### config.mk
export PLATFORM = sky130hd
export DESIGN_NAME = multicycle_ctrl_flat
export DESIGN_NICKNAME = d
export VERILOG_FILES = /design/src/rtl/multicycle_ctrl_pkg.sv /design/src/rtl/multicycle_ctrl_if.sv /design/src/rtl/multicycle_ctrl_decoder.sv /design/src/rtl/multicycle_ctrl.sv /design/src/flat_wrapper.sv
export SDC_FILE = /design/constraint.sdc
export NUM_CORES = 1
export LEC_CHECK = 0
export ABC_AREA = 1
export ABC_CLOCK_PERIOD_IN_PS = 2950
export CAP_MARGIN = 10
export CORE_MARGIN = 10
export CORE_UTILIZATION = 40
export CTS_BUF_LIST = sky130_fd_sc_hd__clkbuf_16
export CTS_CLUSTER_DIAMETER = 200
export DETAILED_ROUTE_END_ITERATION = 8
export GPL_ROUTABILITY_DRIVEN = 0
export GPL_TIMING_DRIVEN = 0
export HOLD_SLACK_MARGIN = 0.1
export PLACE_DENSITY = 0.78
export REMOVE_ABC_BUFFERS = 1
export SLEW_MARGIN = 20
export SYNTH_ARGS = -nofsm -noshare
export SYNTH_HDL_FRONTEND = slang
export SYNTH_SLANG_ARGS = --single-unit
### constraint.sdc
create_clock -name clk -period 2.95 [get_ports clk]
set_input_delay 0.4425 -clock clk [delete_from_list [all_inputs] [get_ports clk]]
set_output_delay 0.4425 -clock clk [all_outputs]
set_load 0.03 [all_outputs]
### src/rtl/multicycle_ctrl_pkg.sv
// Shared types and encodings for the multi-cycle RV32I-subset sequencer.
package multicycle_ctrl_pkg;

    typedef enum logic [2:0] {INST_R, INST_I, INST_B, INST_J, INST_U} inst_type_t;

    typedef enum logic [3:0] {
        ADD, SUB, SLL, SLT, XOR, SRL, SRA, OR, AND, EQL, ADDI
    } ALU_func_t;

    typedef enum logic [1:0] {
        WB_ALU    = 2'd0,
        WB_PC4    = 2'd1,
        WB_IMM    = 2'd2,
        WB_TARGET = 2'd3
    } wb_sel_t;

    typedef enum logic [1:0] {
        FC_NONE     = 2'b00,
        FC_ILLEGAL  = 2'b01,
        FC_TIMEOUT  = 2'b10,
        FC_MISALIGN = 2'b11
    } fault_cause_t;

    typedef enum logic [2:0] {
        R_ADDSUB = 3'b000, R_SLL = 3'b001, R_SLT = 3'b010, R_SLTU   = 3'b011,
        R_XOR    = 3'b100, R_SRLSRA = 3'b101, R_OR = 3'b110, R_AND  = 3'b111
    } R_funct3_t;

    typedef enum logic [2:0] {
        I_ADDI = 3'b000, I_SLLI = 3'b001, I_SLTI = 3'b010, I_SLTIU    = 3'b011,
        I_XORI = 3'b100, I_SRLSRAI = 3'b101, I_ORI = 3'b110, I_ANDI  = 3'b111
    } I_funct3_t;

    typedef enum logic [2:0] {
        B_BEQ = 3'b000, B_BNE = 3'b001, B_BLT = 3'b100, B_BGE = 3'b101
    } B_funct3_t;

    // Sequencer state kept as plain constants so existing encodings stay bit-compatible
    typedef logic [2:0] ctrl_state_t;
    localparam ctrl_state_t FETCH      = 3'd0;
    localparam ctrl_state_t FETCH_WAIT = 3'd1;
    localparam ctrl_state_t DECODE     = 3'd2;
    localparam ctrl_state_t EXECUTE    = 3'd3;
    localparam ctrl_state_t WRITEBACK  = 3'd4;
    localparam ctrl_state_t FAULT      = 3'd5;

    localparam logic [6:0] OPC_OP     = 7'b0110011;
    localparam logic [6:0] OPC_OPIMM  = 7'b0010011;
    localparam logic [6:0] OPC_BRANCH = 7'b1100011;
    localparam logic [6:0] OPC_JAL    = 7'b1101111;
    localparam logic [6:0] OPC_LUI    = 7'b0110111;
    localparam logic [6:0] OPC_AUIPC  = 7'b0010111;

    localparam logic [6:0] F7_ZERO = 7'b0000000;
    localparam logic [6:0] F7_ALT  = 7'b0100000;

endpackage

### src/rtl/multicycle_ctrl_if.sv
// Instruction-memory fetch port: one-cycle request pulse, response strobe.
interface multicycle_ctrl_if;
    logic        imem_req;
    logic [31:0] imem_addr;
    logic [31:0] imem_rdata;
    logic        imem_valid;

    modport master (output imem_req, output imem_addr, input imem_rdata, input imem_valid);
    modport slave  (input imem_req, input imem_addr, output imem_rdata, output imem_valid);
endinterface

### src/rtl/multicycle_ctrl_decoder.sv
// Combinational instruction classifier: class, ALU op, operand select, writeback source.
module instr_decoder
    import multicycle_ctrl_pkg::*;
(
    input  logic [31:0] instr,
    output inst_type_t  inst_type,
    output ALU_func_t   alu_func,
    output logic        alu_src_imm,
    output wb_sel_t     wb_sel,
    output logic        is_branch,
    output logic        illegal
);
    logic [6:0] opcode;
    logic [6:0] funct7;
    logic       alt;
    R_funct3_t  r_f3;
    I_funct3_t  i_f3;
    B_funct3_t  b_f3;
    logic       unused_fields;

    assign opcode        = instr[6:0];
    assign funct7        = instr[31:25];
    assign alt           = (funct7 == F7_ALT);
    assign r_f3          = R_funct3_t'(instr[14:12]);
    assign i_f3          = I_funct3_t'(instr[14:12]);
    assign b_f3          = B_funct3_t'(instr[14:12]);
    assign unused_fields = ^{instr[24:15], instr[11:7]};

    // Map opcode/funct3/funct7 to controls; anything outside the supported subset is illegal
    always_comb begin
        inst_type   = INST_R;
        alu_func    = ADD;
        alu_src_imm = 1'b0;
        wb_sel      = WB_ALU;
        is_branch   = 1'b0;
        illegal     = 1'b0;
        case (opcode)
            OPC_OP: begin
                case (r_f3)
                    R_ADDSUB: alu_func = alt ? SUB : ADD;
                    R_SLL:    alu_func = SLL;
                    R_SLT:    alu_func = SLT;
                    R_XOR:    alu_func = XOR;
                    R_SRLSRA: alu_func = alt ? SRA : SRL;
                    R_OR:     alu_func = OR;
                    R_AND:    alu_func = AND;
                    default:  illegal  = 1'b1;
                endcase
                if (!(funct7 == F7_ZERO || (alt && (r_f3 == R_ADDSUB || r_f3 == R_SRLSRA))))
                    illegal = 1'b1;
            end
            OPC_OPIMM: begin
                inst_type   = INST_I;
                alu_src_imm = 1'b1;
                case (i_f3)
                    I_ADDI: alu_func = ADDI;
                    I_SLTI: alu_func = SLT;
                    I_XORI: alu_func = XOR;
                    I_ORI:  alu_func = OR;
                    I_ANDI: alu_func = AND;
                    I_SLLI: begin
                        alu_func = SLL;
                        illegal  = (funct7 != F7_ZERO);
                    end
                    I_SRLSRAI: begin
                        alu_func = alt ? SRA : SRL;
                        illegal  = !(alt || funct7 == F7_ZERO);
                    end
                    default: illegal = 1'b1;
                endcase
            end
            OPC_BRANCH: begin
                inst_type = INST_B;
                is_branch = 1'b1;
                case (b_f3)
                    B_BEQ, B_BNE: alu_func = EQL;
                    B_BLT, B_BGE: alu_func = SLT;
                    default:      illegal  = 1'b1;
                endcase
            end
            OPC_JAL: begin
                inst_type = INST_J;
                wb_sel    = WB_PC4;
            end
            OPC_LUI: begin
                inst_type = INST_U;
                wb_sel    = WB_IMM;
            end
            OPC_AUIPC: begin
                inst_type = INST_U;
                wb_sel    = WB_TARGET;
            end
            default: illegal = 1'b1;
        endcase
    end

endmodule

### src/rtl/multicycle_ctrl.sv
// Multi-cycle sequencer: fetch, decode, execute, writeback with PC ownership and sticky fault.
module multicycle_ctrl
    import multicycle_ctrl_pkg::*;
#(
    parameter logic [31:0] RESET_PC      = 32'h0000_0000,
    parameter int unsigned FETCH_TIMEOUT = 255
) (
    input  logic                     clk,
    input  logic                     rst,
    multicycle_ctrl_if.master        imem,
    output logic [31:0]              pc,
    output logic [31:0]              instr,
    output inst_type_t               inst_type,
    output ALU_func_t                alu_func,
    output logic                     alu_src_imm,
    input  logic                     alu_flag,
    input  logic [31:0]              target,
    output wb_sel_t                  wb_sel,
    output logic                     rf_we,
    output logic                     retire,
    output logic                     fault,
    output fault_cause_t             fault_cause
);
    ctrl_state_t state;
    logic [31:0] wait_cnt;
    logic        flag_q;
    logic        is_branch;
    logic        illegal;
    logic        taken;
    logic        redirect;
    logic        misaligned;

    instr_decoder u_dec (
        .instr       (instr),
        .inst_type   (inst_type),
        .alu_func    (alu_func),
        .alu_src_imm (alu_src_imm),
        .wb_sel      (wb_sel),
        .is_branch   (is_branch),
        .illegal     (illegal)
    );

    // funct3[0] set (bne/bge) means the branch is taken on the inverted compare result
    assign taken      = is_branch && (flag_q ^ instr[12]);
    assign redirect   = (inst_type == INST_J) || taken;
    assign misaligned = redirect && (target[1:0] != 2'b00);

    assign imem.imem_req  = (state == FETCH) && !rst;
    assign imem.imem_addr = pc;
    assign retire         = (state == WRITEBACK) && !misaligned;
    assign rf_we          = retire && !is_branch && (instr[11:7] != 5'd0);

    // Sequencer, PC, instruction register, fetch timeout and sticky fault
    always_ff @(posedge clk or posedge rst) begin
        if (rst) begin
            state       <= FETCH;
            pc          <= RESET_PC;
            instr       <= '0;
            fault       <= 1'b0;
            fault_cause <= FC_NONE;
            wait_cnt    <= '0;
            flag_q      <= 1'b0;
        end else begin
            case (state)
                FETCH: state <= FETCH_WAIT;
                FETCH_WAIT: begin
                    if (imem.imem_valid) begin
                        instr    <= imem.imem_rdata;
                        wait_cnt <= '0;
                        state    <= DECODE;
                    end else if (FETCH_TIMEOUT != 0 && wait_cnt + 32'd1 == FETCH_TIMEOUT) begin
                        fault       <= 1'b1;
                        fault_cause <= FC_TIMEOUT;
                        state       <= FAULT;
                    end else begin
                        wait_cnt <= wait_cnt + 32'd1;
                    end
                end
                DECODE: begin
                    if (illegal) begin
                        fault       <= 1'b1;
                        fault_cause <= FC_ILLEGAL;
                        state       <= FAULT;
                    end else begin
                        state <= EXECUTE;
                    end
                end
                EXECUTE: begin
                    flag_q <= alu_flag;
                    state  <= WRITEBACK;
                end
                WRITEBACK: begin
                    if (misaligned) begin
                        fault       <= 1'b1;
                        fault_cause <= FC_MISALIGN;
                        state       <= FAULT;
                    end else begin
                        pc    <= redirect ? target : pc + 32'd4;
                        state <= FETCH;
                    end
                end
                FAULT:   state <= FAULT;
                default: state <= FAULT;
            endcase
        end
    end

endmodule

### src/flat_wrapper.sv
// flat-port wrapper written by rule: the top's interface ports become plain ports
module multicycle_ctrl_flat import multicycle_ctrl_pkg::*;
#(
    parameter logic [31:0] RESET_PC      = 32'h0000_0000,
    parameter int unsigned FETCH_TIMEOUT = 255
)
  (clk, rst, pc, instr, inst_type, alu_func, alu_src_imm, alu_flag, target, wb_sel, rf_we, retire, fault, fault_cause, imem_imem_req, imem_imem_addr, imem_imem_rdata, imem_imem_valid);
  multicycle_ctrl_if imem_i ();
  input  logic clk;
  input  logic rst;
  output logic [31:0] pc;
  output logic [31:0] instr;
  output inst_type_t inst_type;
  output ALU_func_t alu_func;
  output logic alu_src_imm;
  input  logic alu_flag;
  input  logic [31:0] target;
  output wb_sel_t wb_sel;
  output logic rf_we;
  output logic retire;
  output logic fault;
  output fault_cause_t fault_cause;
  output wire logic [$bits(imem_i.imem_req)-1:0] imem_imem_req;
  output wire logic [$bits(imem_i.imem_addr)-1:0] imem_imem_addr;
  input wire logic [$bits(imem_i.imem_rdata)-1:0] imem_imem_rdata;
  input wire logic [$bits(imem_i.imem_valid)-1:0] imem_imem_valid;
  assign imem_imem_req = imem_i.imem_req;
  assign imem_imem_addr = imem_i.imem_addr;
  assign imem_i.imem_rdata = imem_imem_rdata;
  assign imem_i.imem_valid = imem_imem_valid;
  multicycle_ctrl #(.RESET_PC(RESET_PC), .FETCH_TIMEOUT(FETCH_TIMEOUT)) u_core (.clk(clk), .rst(rst), .imem(imem_i), .pc(pc), .instr(instr), .inst_type(inst_type), .alu_func(alu_func), .alu_src_imm(alu_src_imm), .alu_flag(alu_flag), .target(target), .wb_sel(wb_sel), .rf_we(rf_we), .retire(retire), .fault(fault), .fault_cause(fault_cause));
endmodule
-- Word-level counts from Yosys, hierarchy flattened
Cells that the tools add are included.
- flip-flop bits (word level): 103
- input port bits: 68
- output and inout bits: 112
- word-level logic and storage cells: 102
- $add $sub $neg: 2
- equality and inequality tests: 25
- multiplexer cells: 33
- bitwise logic cells: 2
- reduce and logical (&&, ||, !) cells: 33
- operators by type and width (cell ; number):
    2-to-1 mux 32 bit ; 3
    one-hot mux 4 bit (7 select lines) ; 2
    adder 32 x 1 -> 32 bit (second input constant) ; 1
    adder 32 x 3 -> 32 bit (second input constant) ; 1
    == test 32 x 8 -> 1 bit (second input constant) ; 1
    == test 7 x 6 -> 1 bit (second input constant) ; 3
    == test 3 bit (second input constant) ; 5
    one-hot mux 3 bit (5 select lines) ; 1
    == test 7 x 5 -> 1 bit (second input constant) ; 2
    == test 7 bit (second input constant) ; 2
    == test 3 x 2 -> 1 bit (second input constant) ; 4
    2-to-1 mux 3 bit ; 4
    one-hot mux 2 bit (3 select lines) ; 2
    one-hot mux 3 bit (4 select lines) ; 1
    one-hot mux 4 bit (3 select lines) ; 1
    2-to-1 mux 1 bit ; 10
    2-to-1 mux 2 bit ; 5
    one-hot mux 4 bit (2 select lines) ; 1
    logical AND 1 bit ; 7
    zero test 7 bit ; 1
    nonzero test 7 bit ; 1
    OR reduction 7 bit ; 1
    == test 3 x 1 -> 1 bit (second input constant) ; 2
    zero test 3 bit ; 2
    18 further kinds ; 32

-- Depth between registers and ports, before layout
Gate-level depths: netlist of run 1.
- depth in word-level cells: 10
- depth in mapped cells: 16
- gate-level depth less buffers: 16

-- Modules after synthesis
From an unflattened synthesis of run 1, not the netlist that was laid out.
- cell total of the unflattened synthesis: 937
- area total of the unflattened synthesis: 6847.8 um2
- modules (own cells, without submodules) (module ; instances ; cells each ; area each (um2) ; seq. area each (um2)):
    multicycle_ctrl ; 1 ; 860 ; 6443.7 ; 2577.5
    instr_decoder ; 1 ; 77 ; 404.1 ; 0.0

-- Worst setup path before layout of run 1
No wires, ideal clock.
- path type: reg-to-output
- start: reg u_core.instr[5]
- end: out rf_we
- data arrival time: 2.301 ns
- required time: 2.508 ns
- path slack: 0.206 ns
- cell stages (with the launch flop): 13
- path buffers: 1
- path through: dfrtp_1 -> inv_2 -> nor3_1 -> nand2_1 -> inv_1 -> nand2_1 -> nand2_1 -> inv_2 -> nor2_1 -> nor2_1 -> inv_2 -> buf_2 -> a311oi_1
- longest elaborated chain between the ends: 10
- elaborated cells on any way between the ends: 17
- classes of those cells: eq/ne (6); mux (2); reduce/logical (9)
- RTL lines (item ; RTL line ; RTL):
    start: declaration ; multicycle_ctrl.sv:12 ; output logic [31:0] instr,
    start signal: assignment ; multicycle_ctrl.sv:68 ; instr <= imem.imem_rdata;
    == test 7 x 5 -> 1 bit / == test 7 x 6 -> 1 bit (equally long branches) ; multicycle_ctrl_decoder.sv:37 ; case (opcode)
    OR reduction 2 bit (no source line) ; -- ;
    one-hot mux 3 bit (4 select lines) ; multicycle_ctrl_decoder.sv:37 ;
    == test 3 x 2 -> 1 bit ; multicycle_ctrl.sv:45 ; assign redirect = (inst_type == INST_J) || taken;
    logical OR 1 bit ; multicycle_ctrl.sv:45 ;
    logical AND 1 bit ; multicycle_ctrl.sv:46 ; assign misaligned = redirect && (target[1:0] != 2'b00);
    zero test 1 bit ; multicycle_ctrl.sv:50 ; assign retire = (state == WRITEBACK) && !misaligned;
    logical AND 1 bit ; multicycle_ctrl.sv:50 ;
    logical AND 1 bit (*) (2 in series) ; multicycle_ctrl.sv:51 ; assign rf_we = retire && !is_branch && (instr[11:7] != 5'd0);
    end: declaration ; flat_wrapper.sv:19 ; output logic rf_we;
Mark *: on every way between the ends. The rest lies on a longest branch, timed or not.

-- Final worst setup path of run 1
- start: reg u_core.instr[4]
- end: out retire
- longest elaborated chain between the ends: 8
- elaborated cells on any way between the ends: 14
- classes of those cells: eq/ne (6); mux (2); reduce/logical (6)
- RTL lines (item ; RTL line ; RTL):
    == test 7 x 5 -> 1 bit / == test 7 x 6 -> 1 bit (equally long branches) ; multicycle_ctrl_decoder.sv:37 ;
    OR reduction 2 bit (no source line) ; -- ;
    one-hot mux 3 bit (4 select lines) ; multicycle_ctrl_decoder.sv:37 ;
    == test 3 x 2 -> 1 bit ; multicycle_ctrl.sv:45 ;
    logical OR 1 bit (*) ; multicycle_ctrl.sv:45 ;
    logical AND 1 bit (*) ; multicycle_ctrl.sv:46 ;
    zero test 1 bit (*) ; multicycle_ctrl.sv:50 ;
    logical AND 1 bit (*) ; multicycle_ctrl.sv:50 ;
    end: declaration ; flat_wrapper.sv:20 ; output logic retire;
Marked as above.

==> impl_metrics.csv, run 1 <==
group,metric,value,unit
outcome,status,"completed",
clock_tree,clk_pin_slew,70,ps
timing,max_freq,349,MHz
pwr,seqPwrFrac,0.496,
setup_path,slowest_delay,430,ps
setup_path,cpMaxStageDelayCell,"dfrtp_1",
place,portBuffers,179,
final_layout,fin_util,0.545,
global_routing,grtUsageTotal,0.182,
route,dr.pass1.iters,5,
place,place_area,8520,um2
place,place_ws,-1670,ps
global_routing,grt_max_degree,54,
yosys,synthTopCellsByArea,"dfrtp_1 38%, nand2_1 15%, nor2_1 6.7%, nand3_1 5.3%, inv_1 5.2%",
clock_tree,cts_tree,"built",
timing,slew_headroom,0.325,
clock_tree,numCtsBuffers,9,
yosys,avgSynthCellArea,7.02,um2
timing,worstMarginPinSlew,1010,ps
final_layout,syn_to_final_growth,34.1,%
setup_path,path_max_fanout,41,
die,row_count,47,
die,die_x,150,um
timing,fin_crit_sh,0.972,
die,num_io_pins,180,
final_layout,drive_above_1_share,0.0781,
global_routing,antenna_found_initial,0,
clock_tree,htree_levels,3,
pwr,comb_power_share,0.100,
timing,period_needed,2870,ps
timing,fin_worst_skew,15.6,ps
route,m1WireLength,8310,um
final_layout,final_nets,1169,
die,die_area,22400,um2
setup_path,worstSetupStartpointType,"flop",
setup_path,path_class,"flop to output pin",
global_routing,grt_overflow,0,
timing,hold_ws,468,ps
timing,layout_setup_ws,83.7,ps
clock_tree,cts.path.max_buffers,2,
hold_path,min_path_type,"flop to flop",
global_routing,first_global_vias,6446,
route,met3_length,2340,um
setup_path,end_kind,"output pin",
yosys,seq_area_frac_synth,0.384,
yosys,synthCells,956,
route,drt-total-wl,21100,um
pwr,ir_worst_vdd,0.301,mV
die,start_util,0.406,
job,drv_cap,0,
route,dr.first_iter.drc_count,450,
yosys,synth_area_leader_cell,"dfrtp_1",
yosys,synth_cell_types,41,
route,ant_nets,0,
route,via_count,6965,
route,drt-vias-per-instance,5.27,
route,met2_length,9980,um
yosys,netlist.area_leader.share,0.384,
timing,setup_viol,0,
timing,report.final.slew_viol_count,0,
final_layout,instances_no_fill,1321,
final_layout,layout_commonest_cell,"nand2_1",
global_routing,grt_pass1_wl,32800,um
yosys,ys_warn_count,0,
timing,hold_violations,0,
setup_path,rrSetupSlack,260,ps
clock_tree,clockRootBuffer,"clkbuf_16",
place,dp.cells,1294,
route,highest_layer,"met4",
final_layout,final_cell_mix,"259 x nand2_1, 175 x clkdlybuf4s50_1, 115 x nor2_1",
final_layout,antenna_cells,0,
setup_path,cp.arrival,2420,ps
hold_path,worstHoldPathCells,2,
setup_path,crit_chain,"nor3_2 > nand2_1 > inv_1 > nand2_4 > nand2_8 > inv_12 > nor2_2 > nor2_4 > buf_6 > buf_16 > clkbuf_4",
pwr,p_int,2.22,mW
pwr,p_leak,4.20,nW
route,wl_per_cell,16.0,um
die,die_h,150,um
clock_tree,clkLatencyLatePin,360,ps
pwr,total_power,2.93,mW
pwr,p_clk_frac,0.404,
setup_path,worst-endpoint-required,2510,ps
yosys,ys_ff_latch,103,
place,dp_hpwl,15200,um
pwr,switching_share,0.242,
route,drc_errors,0,
die,core_region_area,16500,um2
pwr,p_switching,0.710,mW
timing,fin_setup_tns,0,ps
clock_tree,holdBufCountCts,0,
yosys,syn-cell-area,6710,um2
clock_tree,cts.sinks,103,
final_layout,stdcell_area,9000,um2
pwr,powerDensity,325,nW/um2
setup_path,reg2regPathDepth,16,
cells in the mapped netlist:
| cell | number |
|---|---|
| buf_6 | 3 |
| nor4_1 | 4 |
| o21bai_1 | 2 |
| o21ai_0 | 38 |
| dfrtp_1 | 103 |
| nand3_2 | 1 |
| o311ai_0 | 1 |
| buf_4 | 32 |
| a221oi_1 | 1 |
| buf_2 | 6 |
| nand4_1 | 41 |
| inv_2 | 4 |
| nor3_1 | 29 |
| nand2_1 | 262 |
| buf_1 | 6 |
| nand3b_1 | 13 |
| and3_1 | 1 |
| a211oi_1 | 1 |
| nand3_1 | 71 |
| nor2_4 | 3 |
| a21oi_1 | 34 |
| clkbuf_1 | 18 |
| nand2_4 | 1 |
| and2_1 | 2 |
| nor2_1 | 119 |
| o211ai_1 | 4 |
| mux2_2 | 21 |
| nor2_2 | 5 |
| o2111ai_1 | 1 |
| or2_2 | 5 |
| a21o_1 | 1 |
| inv_1 | 93 |
| a31oi_1 | 3 |
| nand2_2 | 1 |
| a2bb2oi_1 | 2 |
| xor2_1 | 12 |
| nor3b_1 | 2 |
| a311oi_1 | 1 |
| o21a_1 | 2 |
| ha_1 | 3 |
| o22ai_1 | 4 |
layout make-up:
| class | instances | area [um2] |
|---|---|---|
| clock buffers | 9 | 225 |
| clock inverters | 5 | 52.6 |
| fillers | 1562 | 7520 |
| inverters | 97 | 384 |
| multi-input cells | 694 | 3520 |
| flip-flops and latches | 103 | 2580 |
| well taps | 220 | 275 |
| repair buffers | 193 | 1970 |
cells by family after synthesis:
family,share of synthesized area
buffers and inverters,0.113
AND/OR/NAND/NOR,0.367
multiplexers,0.0352
XOR/XNOR,0.0157
AO/OA/AOI/OAI,0.0792
flip-flops,0.384
adder cells (fa/ha/maj),0.00559
timing repair:
| item | CTS | global route |
|---|---|---|
| setup endpoints to repair | 74 | 38 |
| setup buffers | 6 | 4 |
| pin swaps | 5 | 2 |
| gates cloned | 2 | 1 |
| resized for setup | 28 | 11 |
power by group through the flow:
stage / Combinational (mW) / Sequential [mW] / Clock [mW]
final: 0.293 / 1.45 / 1.18
after detailed placement: 0.296 / 1.48 / 0
after CTS: 0.297 / 1.45 / 1.21
after global placement: 0.287 / 1.48 / 0
after floorplan: 0.0616 / 1.53 / 0
after global routing: 0.315 / 1.45 / 1.26
worst max-delay path, delay by kind of cell, from the launching register on:
| kind | cells | cell delay, ps |
|---|---|---|
| flip-flops | 1 | 430 |
| buffers and inverters | 5 | 750 |
| AND/OR/NAND/NOR | 6 | 860 |
registers in the layout, summed over array words and instances (netlist names):
register	flops
u_core.wait_cnt	32
u_core.fault	1
u_core.instr	32
u_core.fault_cause	2
u_core.state	3
u_core.imem.imem_addr	32
u_core.flag_q	1
layer usage:
layer / global-route usage / vias up
li1: - / 3392
met1: 0.213 / 3250
met2: 0.302 / 293
met3: 0.0643 / 30
met4: 0.0633 / 0
met5: 0 / -
worst paths after layout:
check                                                         end                            from
worst min register to register           u_core.fault$_DFFE_PP0P_        u_core.fault$_DFFE_PP0P_
max in group asynchronous            u_core.instr[25]$_DFFE_PP0P_                             rst
worst max register to register  u_core.fault_cause[1]$_DFFE_PP0P_  u_core.wait_cnt[1]$_DFFE_PP0P_
min in group asynchronous             u_core.state[0]$_DFFE_PP0P_                             rst
worst min-delay path                     u_core.fault$_DFFE_PP0P_        u_core.fault$_DFFE_PP0P_
worst max-delay path                                       retire     u_core.instr[4]$_DFFE_PP0P_
Note: power is estimated with default switching activity, not from simulation.
==> run 2: changes to the inputs <==
--- a/config.mk
+++ b/config.mk
@@ -6,7 +6,7 @@
 export NUM_CORES = 1
 export LEC_CHECK = 0
 export ABC_AREA = 1
-export ABC_CLOCK_PERIOD_IN_PS = 2950
+export ABC_CLOCK_PERIOD_IN_PS = 3300
 export CAP_MARGIN = 10
 export CORE_MARGIN = 10
 export CORE_UTILIZATION = 40
@@ -16,7 +16,7 @@
 export GPL_ROUTABILITY_DRIVEN = 0
 export GPL_TIMING_DRIVEN = 0
 export HOLD_SLACK_MARGIN = 0.1
-export PLACE_DENSITY = 0.78
+export PLACE_DENSITY = 0.75
 export REMOVE_ABC_BUFFERS = 1
 export SLEW_MARGIN = 20
 export SYNTH_ARGS = -nofsm -noshare
==> constraint.sdc (replaced) <==
create_clock -name clk -period 3.3 [get_ports clk]
set_input_delay 0.495 -clock clk [delete_from_list [all_inputs] [get_ports clk]]
set_output_delay 0.495 -clock clk [all_outputs]
set_load 0.03 [all_outputs]
==> run 2 against run 1 <==
Compared with the run above: clock skew fell by 7.1 ps; worst setup slack improved by 24 ps; final area fell by 0.25%; highest routed layer unchanged.
==> impl_metrics.csv, run 2 (same netlist as run 1, synthesis figures left out) <==
group,metric,value,unit
setup_path,cpMaxStageDelayCell,"dfrtp_1",
setup_path,rrSetupSlack,410,ps
clock_tree,clk_pin_slew,70,ps
hold_path,worstHoldPathCells,2,
final_layout,final_cell_mix,"259 x nand2_1, 176 x clkdlybuf4s50_1, 116 x nor2_1",
route,drt-vias-per-instance,5.21,
timing,slew_headroom,0.338,
clock_tree,cts.path.max_buffers,2,
setup_path,cp.arrival,2700,ps
timing,fin_crit_sh,0.967,
setup_path,reg2reg_from,"u_core.wait_cnt[1]$_DFFE_PP0P_",
pwr,p_leak,4.21,nW
pwr,total_power,2.76,mW
clock_tree,htree_levels,3,
clock_tree,numCtsBuffers,9,
global_routing,first_global_vias,6464,
hold_path,min_from,"u_core.fault_cause[1]$_DFFE_PP0P_",
timing,worstMarginPinSlew,992,ps
setup_path,worstSetupStartpointType,"flop",
route,drt-total-wl,21000,um
final_layout,drive_above_1_share,0.0686,
global_routing,antenna_found_initial,0,
place,portBuffers,179,
clock_tree,clockRootBuffer,"clkbuf_16",
route,ant_nets,0,
die,row_count,47,
timing,hold_violations,0,
final_layout,stdcell_area,8980,um2
route,wl_per_cell,16.0,um
place,dp_hpwl,15200,um
place,place_area,8520,um2
route,drc_errors,0,
setup_path,worstReg2RegEnd,"u_core.fault_cause[0]$_DFFE_PP0P_",
timing,max_freq,313,MHz
timing,report.final.slew_viol_count,0,
setup_path,reg2regPathDepth,14,
job,drv_cap,0,
setup_path,path_max_fanout,41,
pwr,ir_worst_vdd,0.336,mV
final_layout,antenna_cells,0,
timing,fin_worst_skew,8.49,ps
die,die_h,150,um
setup_path,path_class,"flop to output pin",
timing,layout_setup_ws,107,ps
clock_tree,holdBufCountCts,0,
global_routing,grt_max_degree,66,
die,die_area,22400,um2
hold_path,min_to,"u_core.fault_cause[1]$_DFFE_PP0P_",
clock_tree,cts_tree,"built",
route,dr.first_iter.drc_count,510,
place,dp.cells,1294,
final_layout,fill_cells,1577,
final_layout,layout_commonest_cell,"nand2_1",
route,dr.pass1.iters,5,
final_layout,final_nets,1163,
die,core_region_area,16500,um2
place,place_ws,-1550,ps
route,via_count,6843,
final_layout,syn_to_final_growth,33.7,%
outcome,status,"completed",
hold_path,min_path_type,"flop to flop",
setup_path,end_kind,"output pin",
final_layout,instances_no_fill,1314,
setup_path,crit_chain,"inv_2 > nor3_2 > nand2_1 > inv_1 > nand2_4 > nand2_8 > inv_16 > nor2_4 > nor2_4 > buf_16 > inv_4 > a311oi_1 > buf_4",
global_routing,grt_overflow,0,
clock_tree,clkLatencyLatePin,350,ps
setup_path,cp_common_cell,"nor2_4",
setup_path,slowest_delay,430,ps
die,start_util,0.406,
die,die_x,150,um
timing,period_needed,3190,ps
final_layout,fin_util,0.543,
die,num_io_pins,180,
setup_path,worst-endpoint-required,2800,ps
pwr,powerDensity,308,nW/um2
timing,rsz0062_at_grt,"yes",
global_routing,grtUsageTotal,0.183,
clock_tree,cts.sinks,103,
setup_path,critPathBufInv,6,
setup_path,cp_top_family,"buffers and inverters",
global_routing,grt_pass1_wl,33200,um
timing,setup_viol,0,
## run 2: worst max path at each step
stage / cells after the start / slack, ps / end / startpoint
after floorplan: 11 / -2050 / rf_we / u_core.instr[5]$_DFFE_PP0P_
after global placement: 12 / -3490 / rf_we / u_core.instr[5]$_DFFE_PP0P_
after detailed placement: 13 / -1550 / rf_we / u_core.instr[5]$_DFFE_PP0P_
after CTS: 8 / 40 / alu_func[1] / u_core.instr[25]$_DFFE_PP0P_
after global routing: 13 / -20 / rf_we / u_core.instr[5]$_DFFE_PP0P_
final: 13 / 110 / rf_we / u_core.instr[5]$_DFFE_PP0P_
## run 2: metrics by stage
step | hold WS, ps | TNS (ps)
2_1_floorplan | 482 | -76880
3_3_place_gp | 453 | -408090
3_5_place_dp | 467 | -13540
4_1_cts | 484 | 0
5_1_grt | 516 | -20.5
6_report | 473 | 0
## run 2: what timing repair did
item	CTS	global route
gates resized for setup	22	4
gates cloned	2	1
buffers inserted	4	0
pin swaps	3	1
endpoints found under the setup margin	43	3
## run 2: power breakdown
part / switching (mW) / total [mW] / internal [mW]
Clock: 0.474 / 1.20 / 0.729
Sequential: 0.0232 / 1.30 / 1.28
Combinational: 0.131 / 0.263 / 0.132
Total: 0.628 / 2.76 / 2.14
## run 2: tightest hold or removal path: cells and delay by family, from the launching register on
family / cells / cell delay, ps
DFF: 1 / 340
and+or+nand+nor: 2 / 100
## run 2: metal layers
layer / part of all wire / track usage / wire length [um]
met4: 0.010 / 0.0348 / 212
met2: 0.48 / 0.310 / 10000
met5: 0 / 0 / 0
met1: 0.39 / 0.214 / 8280
met3: 0.12 / 0.0770 / 2490
## run 2: layout make-up
cell class	instances	area [um2]	share of cell area
Clock inverter	4	97.6	0.0109
Sequential cell	103	2580	0.287
Clock buffer	9	225	0.0251
Inverter	97	388	0.0432
Tap cell	220	275	0.0307
Timing Repair Buffer	187	1930	0.215
Multi-Input combinational cell	694	3490	0.388
==> run 3: changes to the inputs <==
==> constraint.sdc (replaced) <==
create_clock -name clk -period 3.3 [get_ports clk]
set_input_delay 0.495 -clock clk [delete_from_list [all_inputs] [get_ports clk]]
set_output_delay 0.495 -clock clk [all_outputs]
set_load 0.005 [all_outputs]
==> run 3 against run 2 <==
Compared with the run above: final area rose by 0.40%; largest cell class unchanged; register-to-register slack about the same; worst hold slack hardly changed; sequential cell count unchanged.
==> impl_metrics.csv, run 3 (same netlist as run 1, synthesis figures left out) <==
group,metric,value,unit
setup_path,worstSetupStartpointType,"flop",
outcome,status,"completed",
timing,max_freq,316,MHz
clock_tree,clkLatencyLatePin,360,ps
hold_path,min_path_type,"flop to flop",
final_layout,final_cell_mix,"258 x nand2_1, 178 x clkdlybuf4s50_1, 116 x nor2_1",
final_layout,antenna_cells,0,
clock_tree,cts.sinks,103,
route,drt-total-wl,21200,um
route,m1WireLength,8450,um
pwr,p_switching,0.578,mW
die,die_area,22400,um2
setup_path,path_max_fanout,27,
setup_path,reg2regPathDepth,14,
die,die_h,150,um
clock_tree,cts.path.max_buffers,2,
final_layout,drive_above_1_share,0.0719,
final_layout,instances_no_fill,1318,
pwr,powerDensity,301,nW/um2
timing,report.final.slew_viol_count,0,
final_layout,syn_to_final_growth,34.3,%
global_routing,grt_overflow,0,
clock_tree,clockRootBuffer,"clkbuf_16",
clock_tree,numCtsBuffers,9,
route,dr.pass1.iters,5,
timing,slew_headroom,0.326,
route,wl_per_cell,16.1,um
pwr,seqPwrFrac,0.478,
die,num_io_pins,180,
place,portBuffers,179,
route,drc_errors,0,
setup_path,rrSetupSlack,400,ps
setup_path,reg2reg_from,"u_core.wait_cnt[1]$_DFFE_PP0P_",
setup_path,path_class,"flop to output pin",
route,drt-vias-per-instance,5.22,
timing,rsz0062_at_grt,"no",
pwr,p_int,2.14,mW
timing,fin_crit_sh,0.960,
global_routing,first_global_vias,6487,
route,met2_length,9930,um
pwr,p_clk_frac,0.444,
clock_tree,htree_levels,3,
route,met3_length,2500,um
final_layout,fill_cells,1565,
final_layout,layout_commonest_cell,"nand2_1",
timing,fin_worst_skew,8.77,ps
die,row_count,47,
job,drv_cap,0,
pwr,ir_worst_vdd,0.336,mV
die,core_region_area,16500,um2
global_routing,grtUsageTotal,0.184,
final_layout,final_nets,1167,
global_routing,antenna_found_initial,0,
clock_tree,cts_tree,"built",
hold_path,min_from,"u_core.fault_cause[1]$_DFFE_PP0P_",
die,start_util,0.406,
pwr,comb_power_share,0.078,
route,ant_nets,0,
pwr,switching_share,0.213,
place,dp_hpwl,15200,um
global_routing,grt_max_degree,66,
die,die_x,150,um
route,dr.first_iter.drc_count,586,
hold_path,min_to,"u_core.fault_cause[1]$_DFFE_PP0P_",
pwr,total_power,2.71,mW
route,via_count,6878,
global_routing,grt_pass1_wl,33300,um
clock_tree,clk_pin_slew,70,ps
route,highest_layer,"met4",
hold_path,worstHoldPathCells,2,
setup_path,cp.arrival,2670,ps
pwr,p_leak,4.20,nW
setup_path,worstReg2RegEnd,"u_core.fault_cause[0]$_DFFE_PP0P_",
setup_path,end_kind,"output pin",
timing,period_needed,3170,ps
timing,setup_viol,0,
timing,hold_violations,0,
place,dp.cells,1294,
timing,worstMarginPinSlew,1010,ps
setup_path,worst-endpoint-required,2800,ps
-- run 3: cell count changes in the layout (fill, tap and decap cells not counted), sizes merged --
cell,delta
buf,+2
clkdlybuf4s50,+2
dlymetal6s2s,-1
inv,+1
-- run 3: stage by stage --
step                      setup TNS (ps)   util  setup WS, ps  area (um2)  hold slack, ps
final                                  0  0.546           133        9020             473
after global routing                   0  0.546          2.23        9020             516
after CTS                              0  0.543          12.2        8970             484
after detailed placement          -13210  0.516         -1380        8520             467
after global placement           -407760  0.508         -3330        8390             453
after floorplan                   -57880      -          -984        6320             458
-- run 3: power by group through the flow --
stage,registers (mW),clock network (mW),logic (mW)
final,1.30,1.20,0.211
after detailed placement,1.32,0,0.213
after global routing,1.30,1.28,0.231
after floorplan,1.32,0,0.0549
after global placement,1.32,0,0.204
after CTS,1.30,1.23,0.214
-- run 3: worst max-delay path, stage by stage, from the launching register on --
cell           delay, ps
dfrtp_1              430
inv_2                100
nor3_2               230
nand2_2              120
inv_1                140
nand2_4              110
nand2_8              150
inv_16                70
nor2_4               170
nor2_4                80
buf_16               160
inv_6                150
a311oi_1              80
dlygate4sd2_1        300
-- run 3: what timing repair did --
item / 4_1_cts / 5_1_grt
gates resized for setup: 17 / 3
endpoints found under the setup margin: 43 / 3
buffers inserted: 3 / 4
hold buffers: 0 / 0
gates cloned: 3 / 1
pin swaps: 3 / 2
-- run 3: cell type report --
type | instances | area [um2] | share of cell area
clock inverters | 4 | 97.6 | 0.0108
multi-input cells | 694 | 3490 | 0.387
well taps | 220 | 275 | 0.0305
flip-flops and latches | 103 | 2580 | 0.286
repair inverters | 1 | 8.76 | 0.000971
clock buffers | 9 | 225 | 0.0250
repair buffers | 190 | 1950 | 0.217
inverters | 97 | 390 | 0.0433
-- run 3: worst max-delay path by stage --
stage	cells past startpoint	endpoint	start
after global routing	8	alu_func[1]	u_core.instr[25]$_DFFE_PP0P_
after floorplan	11	rf_we	u_core.instr[5]$_DFFE_PP0P_
after CTS	13	rf_we	u_core.instr[1]$_DFFE_PP0P_
after detailed placement	13	rf_we	u_core.instr[5]$_DFFE_PP0P_
final	13	rf_we	u_core.instr[5]$_DFFE_PP0P_
after global placement	12	rf_we	u_core.instr[5]$_DFFE_PP0P_
-- run 3: layer usage --
metal / global-route usage / vias to the layer above
met3: 0.0761 / 34
met1: 0.216 / 3150
li1: - / 3383
met5: 0 / -
met2: 0.308 / 311
met4: 0.0363 / 0
